<file path="config.mk">
export PLATFORM = sky130hd
export DESIGN_NAME = pipeline_stall_controller
export DESIGN_NICKNAME = d
export VERILOG_FILES = /design/src/rtl/pipeline_stall_controller.sv
export SDC_FILE = /design/constraint.sdc
export NUM_CORES = 1
export LEC_CHECK = 0
export ABC_AREA = 1
export CAP_MARGIN = 20
export CORE_MARGIN = 2
export CORE_UTILIZATION = 30
export CTS_BUF_LIST = sky130_fd_sc_hd__clkbuf_8
export DETAILED_ROUTE_END_ITERATION = 10
export PLACE_DENSITY_LB_ADDON = 0.2
export SKIP_CTS_REPAIR_TIMING = 1
export SYNTH_ARGS = -nofsm -noshare
export SYNTH_HDL_FRONTEND = slang
export SYNTH_SLANG_ARGS = --single-unit
</file>
<file path="constraint.sdc">
create_clock -name CLK -period 2.1 [get_ports CLK]
set_clock_uncertainty 0.2 [all_clocks]
set_input_delay 0.21 -clock CLK [delete_from_list [all_inputs] [get_ports CLK]]
set_output_delay 0.21 -clock CLK [all_outputs]
set_load 0.005 [all_outputs]
</file>
<file path="src/rtl/pipeline_stall_controller.sv">
// Pipeline hazard/stall controller: generates register enables and bubble clears,
// freezes on outstanding memory accesses, flags memory timeouts, counts stall cycles.
module pipeline_stall_controller #(
  parameter int LOAD_USE_CYCLES = 1,
  parameter int MEM_TIMEOUT     = 64
) (
  input  logic        CLK,
  input  logic        RESET,
  input  logic [3:0]  ID_RN,
  input  logic [3:0]  ID_RM,
  input  logic        ID_USES_RN,
  input  logic        ID_USES_RM,
  input  logic        EX_LOAD,
  input  logic        EX_RF_ENABLE,
  input  logic [3:0]  EX_RD,
  input  logic        BRANCH_TAKEN,
  input  logic        MEM_ACCESS,
  input  logic        MEM_MOC,
  output logic        PC_ENABLE,
  output logic        IF_ID_ENABLE,
  output logic        ID_EX_ENABLE,
  output logic        EX_MEM_ENABLE,
  output logic        MEM_WB_ENABLE,
  output logic        IF_ID_CLEAR,
  output logic        ID_EX_CLEAR,
  output logic        MEM_FAULT,
  output logic [15:0] STALL_CYCLES
);

  typedef enum logic [1:0] {RUN, LOAD_STALL, MEM_WAIT, FAULT} state_t;

  localparam logic [2:0] LU_RELOAD = 3'(LOAD_USE_CYCLES - 1);
  localparam logic [9:0] TIMEOUT   = 10'(MEM_TIMEOUT);
  localparam logic [4:0] EN_ALL    = 5'b11111;
  localparam logic [4:0] EN_NONE   = 5'b00000;
  localparam logic [4:0] EN_BUBBLE = 5'b00111;

  state_t      state_q, state_d;
  logic [2:0]  stall_cnt_q, stall_cnt_d;
  logic [9:0]  wait_cnt_q, wait_cnt_d;
  logic        mem_fault_q, mem_fault_d;
  logic [15:0] stall_cycles_q, stall_cycles_d;

  logic        haz, mem_pend;
  logic [4:0]  en;  // {PC, IF_ID, ID_EX, EX_MEM, MEM_WB}
  logic        if_id_clr, id_ex_clr;

  always_comb begin
    haz = EX_LOAD & EX_RF_ENABLE &
          ((ID_USES_RN & (ID_RN == EX_RD)) | (ID_USES_RM & (ID_RM == EX_RD)));
    mem_pend       = MEM_ACCESS & ~MEM_MOC;
    state_d        = state_q;
    stall_cnt_d    = stall_cnt_q;
    wait_cnt_d     = wait_cnt_q;
    mem_fault_d    = mem_fault_q;
    en             = EN_ALL;
    if_id_clr      = 1'b0;
    id_ex_clr      = 1'b0;

    case (state_q)
      RUN: begin
        if (mem_pend) begin
          en         = EN_NONE;
          state_d    = MEM_WAIT;
          wait_cnt_d = 10'd1;
        end else if (haz) begin
          en        = EN_BUBBLE;
          id_ex_clr = 1'b1;
          if (LOAD_USE_CYCLES > 1) begin
            state_d     = LOAD_STALL;
            stall_cnt_d = LU_RELOAD;
          end
        end else if (BRANCH_TAKEN) begin
          if_id_clr = 1'b1;
        end
      end
      LOAD_STALL: begin
        if (mem_pend) begin
          en         = EN_NONE;
          state_d    = MEM_WAIT;
          wait_cnt_d = 10'd1;
        end else begin
          en          = EN_BUBBLE;
          id_ex_clr   = 1'b1;
          stall_cnt_d = stall_cnt_q - 3'd1;
          if (stall_cnt_q <= 3'd1) state_d = RUN;
        end
      end
      MEM_WAIT: begin
        if (!MEM_MOC) begin
          en         = EN_NONE;
          wait_cnt_d = wait_cnt_q + 10'd1;
          if (wait_cnt_q == TIMEOUT) begin
            state_d     = FAULT;
            mem_fault_d = 1'b1;
          end
        end else begin
          // Completion cycle decodes like RUN; an interrupted load stall resumes.
          wait_cnt_d = 10'd0;
          state_d    = RUN;
          if (haz) begin
            en        = EN_BUBBLE;
            id_ex_clr = 1'b1;
          end else if (BRANCH_TAKEN) begin
            if_id_clr = 1'b1;
          end
          if (stall_cnt_q != 3'd0) begin
            state_d = LOAD_STALL;
          end else if (haz && (LOAD_USE_CYCLES > 1)) begin
            state_d     = LOAD_STALL;
            stall_cnt_d = LU_RELOAD;
          end
        end
      end
      FAULT: begin
        en          = EN_NONE;
        mem_fault_d = 1'b1;
      end
      default: state_d = RUN;
    endcase

    stall_cycles_d = stall_cycles_q;
    if (!en[4] && (stall_cycles_q != 16'hFFFF)) stall_cycles_d = stall_cycles_q + 16'd1;
  end

  always_ff @(posedge CLK) begin
    if (RESET) begin
      state_q        <= RUN;
      stall_cnt_q    <= 3'd0;
      wait_cnt_q     <= 10'd0;
      mem_fault_q    <= 1'b0;
      stall_cycles_q <= 16'd0;
    end else begin
      state_q        <= state_d;
      stall_cnt_q    <= stall_cnt_d;
      wait_cnt_q     <= wait_cnt_d;
      mem_fault_q    <= mem_fault_d;
      stall_cycles_q <= stall_cycles_d;
    end
  end

  // Reset holds every register frozen and cleared regardless of state.
  assign PC_ENABLE     = en[4] & ~RESET;
  assign IF_ID_ENABLE  = en[3] & ~RESET;
  assign ID_EX_ENABLE  = en[2] & ~RESET;
  assign EX_MEM_ENABLE = en[1] & ~RESET;
  assign MEM_WB_ENABLE = en[0] & ~RESET;
  assign IF_ID_CLEAR   = if_id_clr | RESET;
  assign ID_EX_CLEAR   = id_ex_clr | RESET;
  assign MEM_FAULT     = mem_fault_q;
  assign STALL_CYCLES  = stall_cycles_q;

endmodule

</file>
==> key figures <==
Run status
  – Run status: finished, final reports clean

Drt
  – Initial detailed-routing violation count: 56
  – WL final: between 5000 and 6000 um
  – Number of nets still failing antenna checks after routing: 0
  – DR pass1 iterations: 6
  – Drt wl/cell: 11.2 um
  – Routed via count: approximately 2.1k
  – Number of remaining DRC errors: 0
  – Post-DR vias/cell: 4.42

Floorplan
  – Number of cell rows: 30
  – Effective utilization at floorplan: 0.310
  – I/O pin count: 45
  – Chip Width: a little under 90 um
  – Core ar.: slightly below 7000 um^2
  – Die H: roughly 88 um
  – Die Outline Area: 7720 um^2

Global route
  – Pin count of the biggest net entering global routing: 19
  – Vias in the first global route: 2020
  – Remaining Overflow, GRT: 0
  – First-pass GRT wire length: 8950 um
  – Antenna violations before repair: 0
  – Global-route total usage across every layer: 0.147

Setup path
  – Cell repeated most along the worst path: sky130_fd_sc_hd__nand2_1
  – Kind of cell adding the most delay to the critical path: buffers and inverters
  – Critical path's slowest cell: sky130_fd_sc_hd__clkdlybuf4s50_1
  – Crit end category: output pin
  – Type of element launching the critical path: input port
  – Required time of the critical path: approximately 1700 ps
  – Data arrival time at the worst-slack endpoint: between 1500 and 2000 ps
  – Setup slack, reg-to-reg: ~240 ps
  – Worst-path cell chain: clkdlybuf4s50_1, inv_1, nand2_1, nand2_1, nor2_1, nand3_1, nand2_1, nand2_2, buf_4, nand3_1, nand2_1, dlymetal6s2s_1
  – Capture point of the worst reg-to-reg path: STALL_CYCLES[7]
  – Buffer and inverter count on the worst path: 4
  – Setup crit start: EX_RD[0]
  – Stages on the worst setup path: 12
  – Launch point of the worst reg-to-reg path: state_q[0]
  – Critical path class: in -> out
  – Largest driver fanout on the critical path: 3
  – Largest stage delay on the critical path: roughly 520 ps
  – Depth of the most critical reg-to-reg path: 9

Logic synthesis
  – Cell type contributing the most total cell area after synthesis: sky130_fd_sc_hd__dfxtp_1
  – Fraction of post-synthesis cell area in the top cell type by area: 0.304
  – Number of synthesized register bits: 32
  – Post-synthesis cell count: 317
  – Synth async-reset ratio: 0
  – Predominant post-synthesis flop cell: sky130_fd_sc_hd__dfxtp_1
  – EDFF count, synth: 0
  – Post-synth cell types: 33
  – Largest cells by area after synthesis: sky130_fd_sc_hd__dfxtp_1 30%, sky130_fd_sc_hd__nand2_1 14%, sky130_fd_sc_hd__nand3_1 8.5%, sky130_fd_sc_hd__inv_1 6.6%, sky130_fd_sc_hd__ha_1 5.9%
  – Synth Area per Inst: between 6 and 7 um^2
  – Portion of the post-synthesis area used by sequential elements: 0.304
  – Syn nets: 348
  – Post-synthesis cell area: ~2100 um^2
  – Number of warning messages in the yosys log: 0

Power and ir drop
  – Power density of the placed cells: a little over 700 nW/um^2
  – Worst voltage drop across the vdd grid: 0.316 mV
  – Portion of total power attributed to combinational logic: 0.391
  – Net switching power of the design: around 760 uW
  – Clock power frac: 0.279
  – Relative contribution of sequential cells to total power: 0.330
  – P_leak: 0.00131 uW
  – Tot Pwr: between 2000 and 2500 uW
  – Internal portion of total power: 1410 uW
  – Switching power as a share of total power: 0.351

Run
  – Number of max-capacitance violations reported: 0

STA
  – Crit path time final: around 2000 ps
  – Unrepaired setup endpoints after global routing: no
  – Maximum operating frequency: about 0.51 GHz
  – Relative slew slack: 0.768
  – Final Setup Violations: 0
  – Number of hold violations in the final report: 0
  – Actual transition at the worst max-transition pin: roughly 350 ps
  – Max Slew Vio Count: 0
  – Part of the cycle the worst path needs: 0.929

Place
  – Number of buffer cells added on primary ports: 44
  – Last weighted congestion value of the routability-driven placer: slightly above 0.8
  – Placed Cells: between 400 and 500
  – Total placed instance area: 2830 um^2
  – DP Wirelength: 4160 um

CTS
  – Number of buffers added by the clock tree synthesis step: 5
  – Cell at the root of the clock tree: sky130_fd_sc_hd__clkbuf_8
  – Clock latency at the later pin of the worst-skew pair: ~290 ps
  – TritonCTS clock tree: built
  – Maximum clock insertion buffer count: 2
  – Clock sinks: 32
  – Maximum level of the CTS H-tree: 2
  – Clock transition at the registers of the reported paths: 80 ps

Finish
  – Antenna Cells: 0
  – Reg area: 643 um^2
  – Share of the core filled with cells in the final layout: 0.439
  – Commonest non-fill, non-tap cell in the layout: sky130_fd_sc_hd__nand2_1
  – Fillcell total: ~740
  – Net count of the finished layout: 420
  – Final cell count without fillers: ~500
  – Final standard cell area without fillers: ~3000 um^2
  – Layout Area Growth over Synthesis: 41.5%
  – Most frequent cells in the layout: 80 x sky130_fd_sc_hd__nand2_1, 36 x sky130_fd_sc_hd__nand3_1, 36 x sky130_fd_sc_hd__clkdlybuf4s50_1
  – Layout cell share with drive strength beyond 1: 0.172
  – Area occupied by multi-input gates: about 1300 um^2

Worst hold path
  – Type of the tightest min-delay check: reg -> reg
  – Min-Delay Path Depth: 2
  – WHS Endpoint: wait_cnt_q[4]
  – Hold path start: wait_cnt_q[4]
==> worst min-delay path: cells and delay by family (launching register included) <==
family	cells	cell delay [ps]
flip-flops	1	310
buffers and inverters	1	70
AO/OA/AOI/OAI	1	60
==> layer usage <==
metal	up-vias	wire (um)	track usage	share of wire
li1	1153	-	-	-
met1	962	2580	0.178	0.47
met2	27	2640	0.261	0.48
met3	4	172	0.0368	0.032
met4	0	51	0.0378	0.0094
met5	-	0	0	0
==> cell usage after synthesis (2+ instances only) <==
| library cell | number |
|---|---|
| sky130_fd_sc_hd__nand3_1 | 36 |
| sky130_fd_sc_hd__nor3_1 | 7 |
| sky130_fd_sc_hd__nand2_1 | 81 |
| sky130_fd_sc_hd__nand4_1 | 3 |
| sky130_fd_sc_hd__xor2_1 | 7 |
| sky130_fd_sc_hd__inv_1 | 37 |
| sky130_fd_sc_hd__dfxtp_1 | 32 |
| sky130_fd_sc_hd__inv_2 | 5 |
| sky130_fd_sc_hd__nand3b_1 | 3 |
| sky130_fd_sc_hd__a21oi_1 | 17 |
| sky130_fd_sc_hd__nor2_1 | 31 |
| sky130_fd_sc_hd__o21ai_0 | 8 |
| sky130_fd_sc_hd__ha_1 | 10 |
| sky130_fd_sc_hd__buf_4 | 4 |
| sky130_fd_sc_hd__clkbuf_1 | 2 |
| sky130_fd_sc_hd__xnor2_1 | 7 |
| sky130_fd_sc_hd__a211oi_1 | 2 |
| sky130_fd_sc_hd__a21oi_2 | 10 |
==> sequential cells by signal, indices dropped and copies added (netlist names) <==
signal and flops:
STALL_CYCLES 16, wait_cnt_q 10, stall_cnt_q 3, state_q 2, MEM_FAULT 1
==> worst max-delay path by stage <==
stage,endpoint
4_1_cts,IF_ID_ENABLE
6_report,IF_ID_CLEAR
2_1_floorplan,STALL_CYCLES[0]
5_1_grt,IF_ID_CLEAR
3_3_place_gp,IF_ID_ENABLE
3_5_place_dp,IF_ID_ENABLE
==> through the flow <==
step           setup WS [ps]  setup TNS, ps  hold WS (ps)
2_1_floorplan            224              0           206
3_3_place_gp            -242          -2680           261
3_5_place_dp            -281          -3310           272
4_1_cts                 -300          -1650           285
5_1_grt                 7.03              0           314
6_report                 148              0           279
==> cell families (layout without fill, tap and decap cells) <==
logic type / count (synthesis) / after routing / synth area share
flip-flops: 32 / 32 / 0.304
buffers and inverters: 52 / 125 / 0.104
AND/OR/NAND/NOR: 168 / 168 / 0.354
AO/OA/AOI/OAI: 41 / 41 / 0.121
adder cells (fa/ha/maj): 10 / 10 / 0.0593
XOR/XNOR: 14 / 14 / 0.0581
==> cell type report <==
type	count	share of cell area
Timing Repair Buffer	74	0.230
Clock buffer	5	0.0231
Tap cell	96	0.0403
Multi-Input combinational cell	233	0.423
Inverter	43	0.0541
Sequential cell	32	0.216
Clock inverter	3	0.0143
==> power by group through the flow <==
stage	combinational (uW)	clock, uW	sequential, uW
3_5_place_dp	846	0	722
6_report	846	606	715
2_1_floorplan	510	0	729
3_3_place_gp	839	0	721
5_1_grt	951	660	722
4_1_cts	851	624	708
No activity file was read; power rests on OpenSTA's default activity.
